`src/rtl/camera_pixel_packer.sv`:
```
// ============================================================================
// camera_pixel_packer : DVP byte capture, window crop and 4-byte word packer
// Revision : 1.0
// ============================================================================
`default_nettype none

module camera_pixel_packer #(
    parameter int BUFF_LENGTH = 32,
    parameter int DATA_WIDTH  = 8,
    parameter int CNT_WIDTH   = 12,
    parameter int H_START     = 0,
    parameter int H_WIDTH     = 1280,
    parameter int V_START     = 0,
    parameter int V_HEIGHT    = 480
) (
    input  logic                   pclk,
    input  logic                   rst_n,
    input  logic                   vsync,
    input  logic                   href,
    input  logic [DATA_WIDTH-1:0]  cam_data,
    input  logic                   buff_ready,
    input  logic                   clr_status,
    output logic [BUFF_LENGTH-1:0] data_buffer,
    output logic                   buff_done,
    output logic                   frame_done,
    output logic [15:0]            word_cnt,
    output logic                   overflow,
    output logic [7:0]             drop_cnt
);

    typedef enum logic [0:0] {
        WAIT_SYNC = 1'b0,
        FRAME     = 1'b1
    } state_t;

    // Window bounds are one bit wider than the counters so the end never wraps.
    localparam int H_END_I = H_START + H_WIDTH;
    localparam int V_END_I = V_START + V_HEIGHT;
    localparam int H_BEG_I = H_START;
    localparam int V_BEG_I = V_START;
    localparam logic [CNT_WIDTH:0] H_BEG = H_BEG_I[CNT_WIDTH:0];
    localparam logic [CNT_WIDTH:0] H_END = H_END_I[CNT_WIDTH:0];
    localparam logic [CNT_WIDTH:0] V_BEG = V_BEG_I[CNT_WIDTH:0];
    localparam logic [CNT_WIDTH:0] V_END = V_END_I[CNT_WIDTH:0];

    state_t                 state_q, state_d;
    logic                   vsync_q;
    logic                   href_q;
    logic [CNT_WIDTH-1:0]   col_q, col_d;
    logic [CNT_WIDTH-1:0]   row_q, row_d;
    logic [1:0]             byte_idx_q, byte_idx_d;
    logic [BUFF_LENGTH-1:0] shift_q, shift_d;
    logic [BUFF_LENGTH-1:0] data_q, data_d;
    logic                   buff_done_q, buff_done_d;
    logic                   frame_done_q, frame_done_d;
    logic [15:0]            word_cnt_q, word_cnt_d;
    logic                   overflow_q, overflow_d;
    logic [7:0]             drop_cnt_q, drop_cnt_d;

    logic                   vsync_fall;
    logic                   vsync_rise;
    logic                   href_fall;
    logic [CNT_WIDTH:0]     col_ext;
    logic [CNT_WIDTH:0]     row_ext;
    logic                   h_lo_ok;
    logic                   v_lo_ok;
    logic                   in_window;
    logic [BUFF_LENGTH-1:0] shift_next;

    assign vsync_fall = vsync_q & ~vsync;
    assign vsync_rise = ~vsync_q & vsync;
    assign href_fall  = href_q & ~href;
    assign col_ext    = {1'b0, col_q};
    assign row_ext    = {1'b0, row_q};
    assign shift_next = {shift_q[BUFF_LENGTH-DATA_WIDTH-1:0], cam_data};

    // A zero start bound would make the lower compare constant-true.
    generate
        if (H_START == 0) begin : g_h_lo_zero
            assign h_lo_ok = 1'b1;
        end else begin : g_h_lo_cmp
            assign h_lo_ok = (col_ext >= H_BEG);
        end
        if (V_START == 0) begin : g_v_lo_zero
            assign v_lo_ok = 1'b1;
        end else begin : g_v_lo_cmp
            assign v_lo_ok = (row_ext >= V_BEG);
        end
    endgenerate

    assign in_window = h_lo_ok && (col_ext < H_END) && v_lo_ok && (row_ext < V_END);

    always_ff @(posedge pclk or negedge rst_n) begin
        if (!rst_n) begin
            state_q      <= WAIT_SYNC;
            vsync_q      <= 1'b0;
            href_q       <= 1'b0;
            col_q        <= '0;
            row_q        <= '0;
            byte_idx_q   <= 2'd0;
            shift_q      <= '0;
            data_q       <= '0;
            buff_done_q  <= 1'b0;
            frame_done_q <= 1'b0;
            word_cnt_q   <= 16'd0;
            overflow_q   <= 1'b0;
            drop_cnt_q   <= 8'd0;
        end else begin
            state_q      <= state_d;
            vsync_q      <= vsync;
            href_q       <= href;
            col_q        <= col_d;
            row_q        <= row_d;
            byte_idx_q   <= byte_idx_d;
            shift_q      <= shift_d;
            data_q       <= data_d;
            buff_done_q  <= buff_done_d;
            frame_done_q <= frame_done_d;
            word_cnt_q   <= word_cnt_d;
            overflow_q   <= overflow_d;
            drop_cnt_q   <= drop_cnt_d;
        end
    end

    always_comb begin
        state_d      = state_q;
        col_d        = col_q;
        row_d        = row_q;
        byte_idx_d   = byte_idx_q;
        shift_d      = shift_q;
        data_d       = data_q;
        buff_done_d  = 1'b0;
        frame_done_d = 1'b0;
        word_cnt_d   = word_cnt_q;
        overflow_d   = overflow_q;
        drop_cnt_d   = drop_cnt_q;

        // Clear first so a drop in the same cycle still registers.
        if (clr_status) begin
            overflow_d = 1'b0;
            drop_cnt_d = 8'd0;
        end

        case (state_q)
            WAIT_SYNC: begin
                if (vsync_fall) begin
                    state_d    = FRAME;
                    row_d      = '0;
                    col_d      = '0;
                    byte_idx_d = 2'd0;
                    word_cnt_d = 16'd0;
                end
            end
            FRAME: begin
                if (vsync_rise) begin
                    frame_done_d = 1'b1;
                    byte_idx_d   = 2'd0;
                    state_d      = WAIT_SYNC;
                end else if (!vsync) begin
                    if (href) begin
                        if (!(&col_q)) begin
                            col_d = col_q + 1'b1;
                        end
                        if (in_window) begin
                            shift_d    = shift_next;
                            byte_idx_d = byte_idx_q + 2'd1;
                            if (byte_idx_q == 2'd3) begin
                                if (buff_ready) begin
                                    data_d      = shift_next;
                                    buff_done_d = 1'b1;
                                    word_cnt_d  = word_cnt_q + 16'd1;
                                end else begin
                                    overflow_d = 1'b1;
                                    if (drop_cnt_d != 8'hFF) begin
                                        drop_cnt_d = drop_cnt_d + 8'd1;
                                    end
                                end
                            end
                        end
                    end else if (href_fall) begin
                        col_d      = '0;
                        byte_idx_d = 2'd0;
                        if (!(&row_q)) begin
                            row_d = row_q + 1'b1;
                        end
                    end
                end
            end
            default: begin
                state_d = WAIT_SYNC;
            end
        endcase
    end

    assign data_buffer = data_q;
    assign buff_done   = buff_done_q;
    assign frame_done  = frame_done_q;
    assign word_cnt    = word_cnt_q;
    assign overflow    = overflow_q;
    assign drop_cnt    = drop_cnt_q;

endmodule

`default_nettype wire

```
`config.mk`:
```
export PLATFORM = sky130hd
export DESIGN_NAME = camera_pixel_packer
export DESIGN_NICKNAME = d
export VERILOG_FILES = /design/src/rtl/camera_pixel_packer.sv
export SDC_FILE = /design/constraint.sdc
export NUM_CORES = 1
export LEC_CHECK = 0
export BUFFER_PORTS_ARGS = -buffer_cell sky130_fd_sc_hd__buf_2
export CAP_MARGIN = 15
export CORE_MARGIN = 2
export CORE_UTILIZATION = 57
export CTS_CLUSTER_SIZE = 20
export DETAILED_ROUTE_END_ITERATION = 7
export PLACE_DENSITY = 0.81
export SLEW_MARGIN = 20
export SYNTH_ARGS = -nofsm -noshare
export SYNTH_HDL_FRONTEND = slang
export SYNTH_SLANG_ARGS = --single-unit
```
`constraint.sdc`:
```
create_clock -name pclk -period 2.61 [get_ports pclk]
set_input_delay 0.522 -clock pclk [delete_from_list [all_inputs] [get_ports pclk]]
set_output_delay 0.522 -clock pclk [all_outputs]
set_load 0.01 [all_outputs]
```
==> flow_metrics.tcl <==
set metrics [dict create \
    synth_top_cell_area_share_pct 53.7 \
    drtIter0Drc 302 \
    pwr-share-comb_pct 11.8 \
    clkSinkCount 112 \
    synth-async-reset-ratio_pct 100 \
    firstDrtPassIters 4 \
    nets 532 \
    ys_warn_count 0 \
    slew_violations 0 \
    ios 73 \
    vias 3842 \
    antenna_found_initial 0 \
    netlist_area_um2 5220 \
    antenna_cells 0 \
    viasPerCell 6.13 \
    power_frac_clock_pct 29.7 \
    grt_max_degree 52 \
    p_switching_mw 0.993 \
    grt_overflow 0 \
    syn_nets 464 \
    startpoint "col_q[11]$_DFFE_PN0P_" \
    drv_cap 0 \
    fin_worst_skew_ns 0.0139 \
    tns_ns 0 \
    grt.total_usage_pct 23.2 \
    die_h_um 99.7 \
    syn_avg_cell_area_um2 11.7 \
    drc 0 \
    cp_common_cell "or4_4" \
    synth_top_cell_by_area "dfrtp_1" \
    r2r_cells 5 \
    irDropWorstVdd_uv 359 \
    power_leakage_nw 2.77 \
    rows 34 \
    share_seq_of_total_power_pct 58.4 \
    die_w_um 99.7 \
    fin_crit_ns 2.54 \
    tritoncts "built" \
    design.core.area_um2 8810 \
    wirelength_um 10700 \
    slowest_stage "or4_4" \
    fmax_ghz 0.393 \
    internal_power_mw 2.55 \
    place.gp.congestion 0.846 \
    path_delay_family "simple AND/OR/NAND/NOR gates" \
    start_kind "flip-flop" \
    rsz0062_at_grt "false" \
    start_util_pct 59.3 \
    h-tree-depth 3 \
    cp.depth 5 \
    clk_latency_ns 0.38 \
    synth.area.top_cells "dfrtp_1, mux2_2, o31ai_1, or4_1, a21oi_1" \
    synth_cells 446 \
    holdCritPathClass "input port to asynchronous set/reset pin" \
    cts_hold_buf 0 \
    crit_chain "or4_4, or4_4, nor3_4, buf_12, mux2_2" \
    instances_no_fill 627 \
    r2r_end "data_buffer[24]$_DFFE_PN0P_" \
    synth_common_cells "dfrtp_1, mux2_2, nand2_1" \
    wl_per_cell_um 17.1 \
    p_sw_share_pct 28.0 \
    synth_flop_cell "dfrtp_1" \
    ant_nets 0 \
    dp.cells 611 \
    synth_cell_types 54 \
    synth_edf_count 0 \
    slew_headroom_pct 46.5 \
    critical_path_arrival_ns 2.81 \
    cts_made_buffers 9 \
    r2r_start "col_q[11]$_DFFE_PN0P_" \
    slowest_delay_ns 0.57 \
    area_growth_syn_to_layout_pct 13.4 \
    setup_viol 0 \
    dieArea_um2 9950 \
    min_period_over_period_pct 97.4 \
    endpoint_kind "flip-flop" \
    port_buffers 72 \
    grt_pass1_vias 3762 \
    path_buf_inv 1 \
    cp.required_ns 2.88 \
    cts.path.max_buffers 2 \
    hold_viol 0 \
    drive_gt1_share_pct 32.6 \
    outcome "finished clean" \
    ys_ff_latch 112 \
    path_class "flip-flop to flip-flop" \
    clk_pin_slew_ns 0.12 \
    hpwlAfterDp_um 7440 \
    worst_pin_slew_ns 0.796 \
    yosysSeqAreaShare_pct 53.7 \
    reg2reg_slack_ns 0.07 \
    clockRootBuffer "clkbuf_8" \
    powerDensity_nw_per_um2 598 \
    crit_fanout 34 \
    yosysMostFrequentCell "dfrtp_1" \
    endpoint "data_buffer[24]$_DFFE_PN0P_" \
    grt_pass1_wl_um 18500 \
]
through the flow:
stage	power, mW	utilization [%]	hold WS, ns	instance area, µm²	worst slack [ns]
after floorplan	2.34	-	0.226	5220	0.250
after global placement	2.48	64.9	0.464	5710	0.145
after detailed placement	2.53	64.9	0.485	5710	0.0890
after CTS	3.57	67.2	0.172	5920	0.0728
after global routing	3.72	67.3	0.203	5920	0.0186
final	3.54	67.3	0.165	5920	0.0682
area by class of cell:
class	instances	area (µm²)
Tap cell	108	135
Clock inverter	6	70.1
Inverter	8	30.0
Fill cell	665	2880
Clock buffer	10	138
Multi-Input combinational cell	300	2260
Sequential cell	112	2800
Timing Repair Buffer	83	483
layout by cell type, fill, tap and decap left out, types with 10 or more instances in the layout:
master | netlist | layout
or4_1 | 22 | 22
nand2_1 | 26 | 26
or3_1 | 10 | 10
nor4_1 | 11 | 10
nand4_1 | 11 | 11
nor2_1 | 12 | 11
mux2_2 | 58 | 58
o31ai_1 | 22 | 22
clkbuf_8 | 0 | 10
buf_2 | 1 | 71
o21ai_0 | 10 | 10
dfrtp_1 | 112 | 112
nand3_1 | 17 | 17
nand2b_1 | 10 | 10
a21oi_1 | 25 | 25
worst reg2reg max path, cell delays in order, from the launching register on:
cell     delay [ns]
dfrtp_1        0.42
or4_4          0.57
or4_4          0.55
nor3_4         0.28
buf_12         0.25
mux2_2         0.37
worst min-delay path by stage:
| stage | startpoint | cells after the start | to | slack (ns) |
|---|---|---|---|---|
| 4_1_cts | rst_n | 1 | word_cnt[12]$_DFFE_PN0P_ | 0.17 |
| 3_3_place_gp | data_buffer[26]$_DFFE_PN0P_ | 1 | data_buffer[26]$_DFFE_PN0P_ | 0.46 |
| 6_report | rst_n | 1 | shift_q[13]$_DFFE_PN0P_ | 0.17 |
| 2_1_floorplan | rst_n | 0 | buff_done$_DFF_PN0_ | 0.23 |
| 3_5_place_dp | data_buffer[26]$_DFFE_PN0P_ | 1 | data_buffer[26]$_DFFE_PN0P_ | 0.49 |
| 5_1_grt | rst_n | 1 | data_buffer[21]$_DFFE_PN0P_ | 0.20 |
registers in the layout, indices dropped and copies added, names as in the netlist:
name         count
data_buffer     32
shift_q         24
word_cnt        16
col_q           12
row_q           12
drop_cnt         8
byte_idx_q       2
buff_done        1
frame_done       1
href_q           1
overflow         1
state_q          1
vsync_q          1
kinds of logic (layout without fill, tap and decap cells):
kind of cell | after synthesis | count (layout) | synth area share (%)
AND/OR/NAND/NOR | 147 | 147 | 17.2
flip-flops | 112 | 112 | 53.7
AO/OA/AOI/OAI | 79 | 79 | 10.2
multiplexers | 69 | 69 | 14.7
buffers and inverters | 34 | 107 | 3.19
adder cells (fa/ha/maj) | 4 | 4 | 0.958
XOR/XNOR | 1 | 1 | 0.168
routing by layer:
metal	track usage, %	part of all wire, %	vias up	wire (µm)
met1	32.1	44	1915	4730
li1	-	-	1826	-
met5	0	0	-	0
met3	6.18	4.9	11	522
met2	36.3	50	90	5330
met4	7.06	1.3	0	139
power by group through the flow:
| stage | clock, mW | sequential (mW) | combinational [mW] |
|---|---|---|---|
| after floorplan | 0 | 2.06 | 0.279 |
| after global placement | 0 | 2.08 | 0.397 |
| after detailed placement | 0 | 2.10 | 0.422 |
| after CTS | 1.08 | 2.07 | 0.426 |
| after global routing | 1.14 | 2.10 | 0.468 |
| final | 1.05 | 2.07 | 0.419 |
repair_timing:
item / in CTS / in global routing
buffers inserted: 0 / 0
endpoints found under the setup margin: 0 / 1
resized for setup: 0 / 1
endpoints found under the hold margin: 0 / 0
(Power assumes the default switching activity.)
